[config.mk]
export PLATFORM = sky130hd
export DESIGN_NAME = ahb3lite_interconnect_slave_port
export DESIGN_NICKNAME = d
export VERILOG_FILES = /design/src/rtl/ahb3lite_interconnect_slave_port.sv
export SDC_FILE = /design/constraint.sdc
export NUM_CORES = 1
export LEC_CHECK = 0
export CAP_MARGIN = 5
export CORE_AREA = 4 4 156 158
export CTS_CLUSTER_SIZE = 20
export DETAILED_ROUTE_END_ITERATION = 10
export DIE_AREA = 0 0 160 162
export GPL_ROUTABILITY_DRIVEN = 0
export PLACE_DENSITY = 0.49
export SLEW_MARGIN = 40
export SYNTH_ARGS = -nofsm -noshare
export SYNTH_HDL_FRONTEND = slang
export SYNTH_SLANG_ARGS = --single-unit
[constraint.sdc]
create_clock -name HCLK -period 2.4 [get_ports HCLK]
set_input_delay 0.48 -clock HCLK [delete_from_list [all_inputs] [get_ports HCLK]]
set_output_delay 0.48 -clock HCLK [all_outputs]
set_load 0.05 [all_outputs]
[src/rtl/ahb3lite_interconnect_slave_port.sv]
// ahb3lite_interconnect_slave_port
//
// Slave-side port of the AHB3-Lite multi-layer interconnect (one per AHB slave).
// Collects requests from all master ports and arbitrates on a 3-bit priority
// (higher wins). It grants one master, muxes that master's address/control onto
// the slave bus, and steers HWDATA from the data-phase owner. The slave's
// HRDATA/HREADY/HRESP are broadcast back to every master port.
//
// Optional feature: define AHB3LITE_SLAVE_PORT_RR_EN to break priority ties
// round-robin. Equal-priority requesters are then taken starting after the
// last granted index. With the macro undefined, the lowest index wins a tie.
//
// Ports:
//   HCLK, HRESETn       clock (rising edge), asynchronous active-low reset
//   mst*                per-master request / address-phase / write-data inputs
//   can_switch          per-master permission to re-arbitrate at the next edge
//   master_granted      one-hot current grant
//   mstHRDATA/HREADYOUT/HRESP  slave response broadcast to all masters
//   slv_*               AHB bus towards the slave

module ahb3lite_interconnect_slave_port #(
  parameter int unsigned HADDR_SIZE = 32,
  parameter int unsigned HDATA_SIZE = 32,
  parameter int unsigned MASTERS    = 3
) (
  input  logic                  HCLK,
  input  logic                  HRESETn,

  input  logic [2:0]            mstpriority  [MASTERS],
  input  logic [MASTERS-1:0]    mstHSEL,
  input  logic [HADDR_SIZE-1:0] mstHADDR     [MASTERS],
  input  logic [HDATA_SIZE-1:0] mstHWDATA    [MASTERS],
  input  logic [MASTERS-1:0]    mstHWRITE,
  input  logic [2:0]            mstHSIZE     [MASTERS],
  input  logic [2:0]            mstHBURST    [MASTERS],
  input  logic [3:0]            mstHPROT     [MASTERS],
  input  logic [1:0]            mstHTRANS    [MASTERS],
  input  logic [MASTERS-1:0]    mstHMASTLOCK,
  input  logic [MASTERS-1:0]    mstHREADY,
  input  logic [MASTERS-1:0]    can_switch,

  output logic [MASTERS-1:0]    master_granted,
  output logic [HDATA_SIZE-1:0] mstHRDATA,
  output logic                  mstHREADYOUT,
  output logic                  mstHRESP,

  output logic                  slv_HSEL,
  output logic [HADDR_SIZE-1:0] slv_HADDR,
  output logic [HDATA_SIZE-1:0] slv_HWDATA,
  input  logic [HDATA_SIZE-1:0] slv_HRDATA,
  output logic                  slv_HWRITE,
  output logic [2:0]            slv_HSIZE,
  output logic [2:0]            slv_HBURST,
  output logic [3:0]            slv_HPROT,
  output logic [1:0]            slv_HTRANS,
  output logic                  slv_HMASTLOCK,
  output logic                  slv_HREADYOUT,
  input  logic                  slv_HREADY,
  input  logic                  slv_HRESP
);

  localparam int unsigned     IW        = (MASTERS > 1) ? $clog2(MASTERS) : 1;
  localparam int              NM        = int'(MASTERS);
  localparam logic [1:0]      HtransIdle = 2'b00;
  localparam logic [MASTERS-1:0] GntRst = MASTERS'(1);

  logic [MASTERS-1:0] gnt_q, gnt_d;
  logic [IW-1:0]      gnt_idx;
  logic [IW-1:0]      dp_q;
  logic [IW-1:0]      win_idx;
  logic               any_req;
  logic [2:0]         top_pri;
  logic               found;

`ifdef AHB3LITE_SLAVE_PORT_RR_EN
  logic [IW-1:0]      last_q;
  int unsigned        cand;
  logic [IW-1:0]      cand_idx;
`endif

  // Encode the one-hot grant into an index for the muxes.
  always_comb begin
    gnt_idx = '0;
    for (int i = 0; i < NM; i++) begin
      if (gnt_q[i]) gnt_idx = IW'(i);
    end
  end

  // Highest priority among current requesters.
  always_comb begin
    any_req = 1'b0;
    top_pri = '0;
    for (int i = 0; i < NM; i++) begin
      if (mstHSEL[i] && (!any_req || (mstpriority[i] > top_pri))) begin
        any_req = 1'b1;
        top_pri = mstpriority[i];
      end
    end
  end

  // Pick a winner among the top-priority requesters; park on the current
  // grant when nobody requests.
  always_comb begin
    win_idx = gnt_idx;
    found   = 1'b0;
`ifdef AHB3LITE_SLAVE_PORT_RR_EN
    cand     = 0;
    cand_idx = '0;
    // Scan starting one past last_q; last_q itself is visited last.
    for (int k = 1; k <= NM; k++) begin
      cand     = (int'(last_q) + k) % NM;
      cand_idx = IW'(cand);
      if (!found && mstHSEL[cand_idx] && (mstpriority[cand_idx] == top_pri)) begin
        found   = 1'b1;
        win_idx = cand_idx;
      end
    end
`else
    for (int i = 0; i < NM; i++) begin
      if (!found && mstHSEL[i] && (mstpriority[i] == top_pri)) begin
        found   = 1'b1;
        win_idx = IW'(i);
      end
    end
`endif
  end

  always_comb begin
    gnt_d          = '0;
    gnt_d[win_idx] = 1'b1;
  end

  // Grant moves only when the current owner allows it and the bus is ready.
  // Locked and undefined-length bursts are protected by can_switch alone.
  always_ff @(posedge HCLK or negedge HRESETn) begin
    if (!HRESETn) begin
      gnt_q <= GntRst;
      dp_q  <= '0;
    end else if (slv_HREADY) begin
      dp_q <= gnt_idx;
      if (can_switch[gnt_idx]) gnt_q <= gnt_d;
    end
  end

`ifdef AHB3LITE_SLAVE_PORT_RR_EN
  always_ff @(posedge HCLK or negedge HRESETn) begin
    if (!HRESETn) begin
      last_q <= '0;
    end else if (slv_HREADY && can_switch[gnt_idx] && (win_idx != gnt_idx)) begin
      last_q <= win_idx;
    end
  end
`endif

  // Address phase follows the grant.
  assign master_granted = gnt_q;
  assign slv_HSEL       = mstHSEL[gnt_idx];
  assign slv_HADDR      = mstHADDR[gnt_idx];
  assign slv_HWRITE     = mstHWRITE[gnt_idx];
  assign slv_HSIZE      = mstHSIZE[gnt_idx];
  assign slv_HBURST     = mstHBURST[gnt_idx];
  assign slv_HPROT      = mstHPROT[gnt_idx];
  assign slv_HTRANS     = mstHSEL[gnt_idx] ? mstHTRANS[gnt_idx] : HtransIdle;
  assign slv_HMASTLOCK  = mstHMASTLOCK[gnt_idx];
  assign slv_HREADYOUT  = mstHREADY[gnt_idx];

  // Write data comes from the previous address-phase owner, which may no
  // longer hold the grant.
  assign slv_HWDATA     = mstHWDATA[dp_q];

  assign mstHRDATA      = slv_HRDATA;
  assign mstHREADYOUT   = slv_HREADY;
  assign mstHRESP       = slv_HRESP;

endmodule

---- Yosys cells after proc, flatten, opt, wreduce, memory -nomap -nowiden ----
Index checks and enable logic that the tools add are counted.
operators by class
  reductions and logical operators ........ 15
  magnitude comparators ................... 7
  muxes and demuxes ....................... 43
  bitwise gates (word level) .............. 2
  equality and inequality tests ........... 3
operators by type and width
  kind                  count
  $bmux W32 S2          2
  $mux W32              4
  $mux W3               7
  $mux W2               7
  $bmux W3 S2           2
  $mux W1               11
  $bmux W1 S2           5
  $eq A3 B3 Y1          3
  $bmux W4 S2           1
  $logic_and A1 B1 Y1   8
  $mux W4               2
  $ge A3 B3 Y1 const B  2
  $gt A3 B3 Y1          2
  $lt A2 B3 Y1 const B  2
  $not A2 Y3            2
  $bmux W2 S2           1
  $logic_not A1 Y1      4
  $demux W1 S2          1
  $ge A2 B1 Y1 const B  1
  $logic_or A1 B1 Y1    2
  $reduce_and A2 Y1     1
word-level totals
  logic and storage cells ................. 72
  output and inout bits ................... 117
  input port bits ......................... 288
  register bits after elaboration ......... 5

---- Logic depth before layout (Yosys ltp) ----
Gate-level depths: netlist (run 1).
  depth after elaboration ................. 24
  gate-level depth with buffers ........... 15
  mapped depth without buffers ............ 15

---- Worst setup path before layout (run 1) ----
OpenSTA, ideal clock, no wires.
  path type ............................... input to register
  start ................................... in mstpriority[8] (netlist name)
  end ..................................... reg gnt_q[1] (netlist: master_granted[1])
  stages on the path ...................... 14
  required time ........................... 2.274 ns
  arrival ................................. 3.245 ns
  setup slack ............................. -0.971 ns
  setup time .............................. 0.126 ns
  path buffers ............................ 0
  cells stage by stage .................... nand2_1 ha_1 and3b_1 o211a_1 o211a_4 ha_1 a21oi_1 nand2_1 a22oi_4 mux2_2 mux2i_1 nand4_2 a21oi_2 o22ai_1
between the ends
  longest elaborated chain between the ends .. 24
  elaborated cells between the ends (all ways) .. 31
ends and longest elaborated chain
  what                                                                       RTL line  RTL
  start, declared                                                            29        input logic [2:0] mstpriority [MASTERS],
  $mux W3                                                                    94        if (mstHSEL[i] && (!any_req || (mstpriority[i] > top_pri))) begin
  $gt A3 B3 Y1                                                               94
  $logic_or A1 B1 Y1                                                         94
  $logic_and A1 B1 Y1                                                        94
  $mux W3 / $mux W1 (equally long branches)                                  94
  $gt A3 B3 Y1 / $logic_not A1 Y1 (equally long branches)                    94
  $logic_or A1 B1 Y1                                                         94
  $logic_and A1 B1 Y1                                                        94
  [7 not listed]                                                             n/a
  $mux W1                                                                    120       if (!found && mstHSEL[i] && (mstpriority[i] == top_pri)) begin
  $logic_not A1 Y1                                                           120
  $logic_and A1 B1 Y1 (2 in a row)                                           120
  $mux W2 (*)                                                                120
  $lt A2 B3 Y1 (implied by the code) / $ge A2 B1 Y1 (equally long branches)  130       gnt_d[win_idx] = 1'b1;
  $logic_and A1 B1 Y1 (implied by the code)                                  130
  $mux W1 (implied by the code)                                              130
  $demux W1 S2 (*)                                                           130
  end signal, assigned                                                       137       gnt_q <= GntRst;
  end signal, assigned                                                       141       if (can_switch[gnt_idx]) gnt_q <= gnt_d;
  end, declared                                                              67        logic [MASTERS-1:0] gnt_q, gnt_d;
Every way passes the cells marked *; elsewhere a longest branch is shown, timed or not.
A chain may end at the register's enable or synchronous reset.

---- Worst setup path in the final report (run 1) ----
  start ................................... in mstHSEL[0]
  end ..................................... reg gnt_q[1] (netlist: master_granted[1])
between the ends
  longest elaborated chain between the ends .. 24
  elaborated cells between the ends (all ways) .. 33
ends and longest elaborated chain
  what                                                                       RTL line  RTL
  start, declared                                                            30        input logic [MASTERS-1:0] mstHSEL,
  $mux W3 / $mux W1 (equally long branches)                                  94
  $gt A3 B3 Y1 / $logic_not A1 Y1 (equally long branches)                    94
  $logic_or A1 B1 Y1                                                         94
  $logic_and A1 B1 Y1                                                        94
  $mux W3 / $mux W1 (equally long branches)                                  94
  $gt A3 B3 Y1 / $logic_not A1 Y1 (equally long branches)                    94
  $logic_or A1 B1 Y1                                                         94
  $logic_and A1 B1 Y1                                                        94
  [7 not listed]                                                             n/a
  $mux W1                                                                    120
  $logic_not A1 Y1                                                           120
  $logic_and A1 B1 Y1 (2 in a row)                                           120
  $mux W2 (*)                                                                120
  $lt A2 B3 Y1 (implied by the code) / $ge A2 B1 Y1 (equally long branches)  130
  $logic_and A1 B1 Y1 (implied by the code)                                  130
  $mux W1 (implied by the code)                                              130
  $demux W1 S2 (*)                                                           130
Marked as above.

==> results.cfg, run 1 <==
[sta]
fin_hold_ws_ns = 0.496
timing.fmax_mhz = 320
setup_tns_ns = -2.04
report.final.hold_viol_count = 0
slew-limit-headroom_pct = 64.0
timing.final.crit_share_pct = 130
rsz0062_at_grt = yes
max_slew.worst_pin.slew_ns = 0.539
fin_crit_ns = 3.12
maxSlewViolCount = 0
timing.clock.skew_ns = 0.00104
postLayoutSetupSlackWorst_ns = -0.721
report.final.setup_viol = 3

[clock_network]
cts.htree.levels = 1
cts_made_buffers = 3
buffer_type_at_the_clock_tree_root = sky130_fd_sc_hd__clkbuf_16
cts_tree = yes
worstSkewPairLatency_ns = 0.23
clock_sink_count = 5
cts_max_path_buffers = 2
cts_hold_buf = 0
clk_transition_reported_paths_ns = 0.03

[power]
irDropWorstVdd_v = 0.000525
cellLeakagePower_uw = 0.00307
power_per_cell_area_nw_per_um2 = 1190

[floorplan]
coreArea_sq_um = 23100
die_w_um = 160
io_pins = 405
core.rowCount = 56
dieHeight_um = 162
floorplan.die_area_sq_um = 25900
initial_utilization_pct = 11.5

[worst_setup_path]
worstSetupEndpointType = register
critical_path.reg2reg.startpoint = master_granted[1]
timing.critical_path.from_type = input port
worstReg2RegEnd = master_granted[2]
worst_setup_path_startpoint = mstHSEL[0]
setup.reg_to_reg.worst_slack_ns = 0.51
worstRegToRegCells = 6
timing.setup.critical_path_class = input port to register
critPathArrivalTime_ns = 3.22
timing.critical_path.required_ns = 2.50
path_max_fanout = 4
critical_path.endpoint = master_granted[1]

[synth]
synth.yosys.warnings = 0
part_of_the_yosys_area_used_for_sequential_elements_pct = 4.75
synthArstFlopShare_pct = 100
synth_ff_type = sky130_fd_sc_hd__dfrtp_1
synth_top_area_share_pct = 31.2
synth_seq_cells = 5
synth.avg_cell_area_sq_um = 6.90
post-synth-top-area-cell = sky130_fd_sc_hd__mux2i_1
synthMostInstantiatedCell = sky130_fd_sc_hd__nand2_1
synth.cells.most_frequent = sky130_fd_sc_hd__nand2_1, sky130_fd_sc_hd__mux2i_1, sky130_fd_sc_hd__o21ai_0
synth_fp_nets = 680
post_synth_edffs = 0
synth_cell_types = 41
ys_top_cells_by_area = sky130_fd_sc_hd__mux2i_1, sky130_fd_sc_hd__o21ai_0, sky130_fd_sc_hd__nand2_1
post_synth_instance_area_sq_um = 2660
syn_inst = 386

[routing]
wl_cell_um = 17.2
detail_route.iter0.violations = 112
vias = 3964
m1WireLength_mm = 6.60
remaining_drc_errors = 0
first_pass_iters = 4
dr_wl_met2_mm = 8.65
postRouteAntennaNets = 0
routed_length_on_met3_mm = 1.48
route.detailed.vias_per_inst = 3.95
highest_layer = met5
finalWirelength_mm = 17.3

[outcome]
failed_checks = negative setup slack
outcome = finished, violations left

[finish]
antenna_cells_inserted = 0
finalCoreUtilization_pct = 34.3
layout.area.seq_sq_um = 133
final_non_filler_cell_area_sq_um = 7940
area_growth_syn_to_layout_pct = 198
layout-drive-gt1-share_pct = 32.5
layout.nets = 1009
fillerInstances = 2403
multiInputGateArea_sq_um = 2690
instances_no_fill = 1004

[grt]
antenna_found_initial = 2
wire_length_of_the_first_global_routing_pass_mm = 24.7
grt_use_total_pct = 12.2
first_global_vias = 4041
largest_net_degree_at_the_start_of_global_routing = 36
grt.overflow.total = 0

[flow_run]
cap_viol_max_count = 0

[place]
place.detailed.hpwl_mm = 14.9
place_inst = 990
placed_cell_area_sq_um = 7660
port-buffer-count = 338

[worst_hold_path]
worst_hold_path_type = input port to asynchronous set/reset pin
[flip-flops by register name (all words and copies together) (netlist names)]
| name | flops |
|---|---|
| master_granted | 3 |
| dp_q | 2 |
[worst min-delay path by stage]
stage                     slack [ns]           endpoint              start  cells after the start
after global routing            0.52            dp_q[0]            HRESETn                      1
final                           0.50  master_granted[2]            HRESETn                      1
after CTS                       0.50  master_granted[2]            HRESETn                      1
after global placement          0.51  master_granted[0]  master_granted[0]                      2
after floorplan                 0.18            dp_q[0]            HRESETn                      0
after detailed placement        0.50  master_granted[0]  master_granted[0]                      2
[power by group]
part / total, uW / switching [uW] / leakage, uW / internal, uW
clock network: 274 / 53.5 / 0.0000382 / 220
registers: 269 / 134 / 0.0000585 / 135
logic: 8880 / 4760 / 0.00297 / 4120
total: 9420 / 4950 / 0.00307 / 4480
[routing by layer]
metal	vias up	track usage, %
met5	-	0
met4	4	3.52
met3	44	3.96
met2	193	21.6
met1	1737	14.1
li1	1986	-
[cell families after synthesis]
kind of cell,synth area share (%)
multiplexers,34.3
adder cells (fa/ha/maj),2.82
flip-flops,4.75
AND/OR/NAND/NOR,16.5
buffers and inverters,15.5
XOR/XNOR,2.58
AO/OA/AOI/OAI,23.6
[layout by cell type, fill, tap and decap left out, types with 7 or more instances in the layout]
cell / count
sky130_fd_sc_hd__clkdlybuf4s50_1: 247
sky130_fd_sc_hd__buf_12: 88
sky130_fd_sc_hd__nand2_1: 83
sky130_fd_sc_hd__mux2i_1: 80
sky130_fd_sc_hd__buf_4: 40
sky130_fd_sc_hd__o21ai_1: 29
sky130_fd_sc_hd__o21ai_4: 28
sky130_fd_sc_hd__o21ai_2: 17
sky130_fd_sc_hd__inv_1: 8
sky130_fd_sc_hd__buf_6: 7
[worst max-delay path, cell delays in order]
cell and delay, ns:
sky130_fd_sc_hd__buf_12 0.10, sky130_fd_sc_hd__nand2_4 0.05, sky130_fd_sc_hd__ha_4 0.26, sky130_fd_sc_hd__and3b_2 0.24, sky130_fd_sc_hd__o211ai_1 0.09, sky130_fd_sc_hd__buf_4 0.16, sky130_fd_sc_hd__a211oi_4 0.22, sky130_fd_sc_hd__ha_1 0.29
sky130_fd_sc_hd__nand3b_1 0.10, sky130_fd_sc_hd__nand2_2 0.07, sky130_fd_sc_hd__a22oi_4 0.23, sky130_fd_sc_hd__mux2_4 0.33, sky130_fd_sc_hd__mux2i_2 0.18, sky130_fd_sc_hd__nand4_2 0.17, sky130_fd_sc_hd__a21oi_2 0.15, sky130_fd_sc_hd__o22ai_1 0.09
[timing repair]
| action | CTS | global route |
|---|---|---|
| setup endpoints to repair | 5 | 3 |
| setup buffers | 9 | 2 |
| gates resized for setup | 43 | 21 |
| pin swaps | 22 | 10 |
| gates cloned | 0 | 0 |
[final cells by class]
| cell class | instances | area share [%] |
|---|---|---|
| Clock buffer | 4 | 0.993 |
| Inverter | 10 | 0.473 |
| Multi-Input combinational cell | 308 | 33.8 |
| Sequential cell | 5 | 1.67 |
| Tap cell | 290 | 4.57 |
| Timing Repair Buffer | 387 | 58.5 |
[stage by stage]
step / worst slack, ns / total power, uW
finish: -0.721 / 9420
global route: -0.915 / 9800
CTS: -0.766 / 9540
detailed placement: -1.53 / 9190
global placement: -1.48 / 9190
floorplan: -0.840 / 4880
No activity file was read; power rests on OpenSTA's default activity.
==> run 2, diff against run 1 <==
Settings changed: ABC_CLOCK_PERIOD_IN_PS set to 2400.
==> results of run 2 <==
The final DEF is identical to that of run 1; final timing and power are the same.
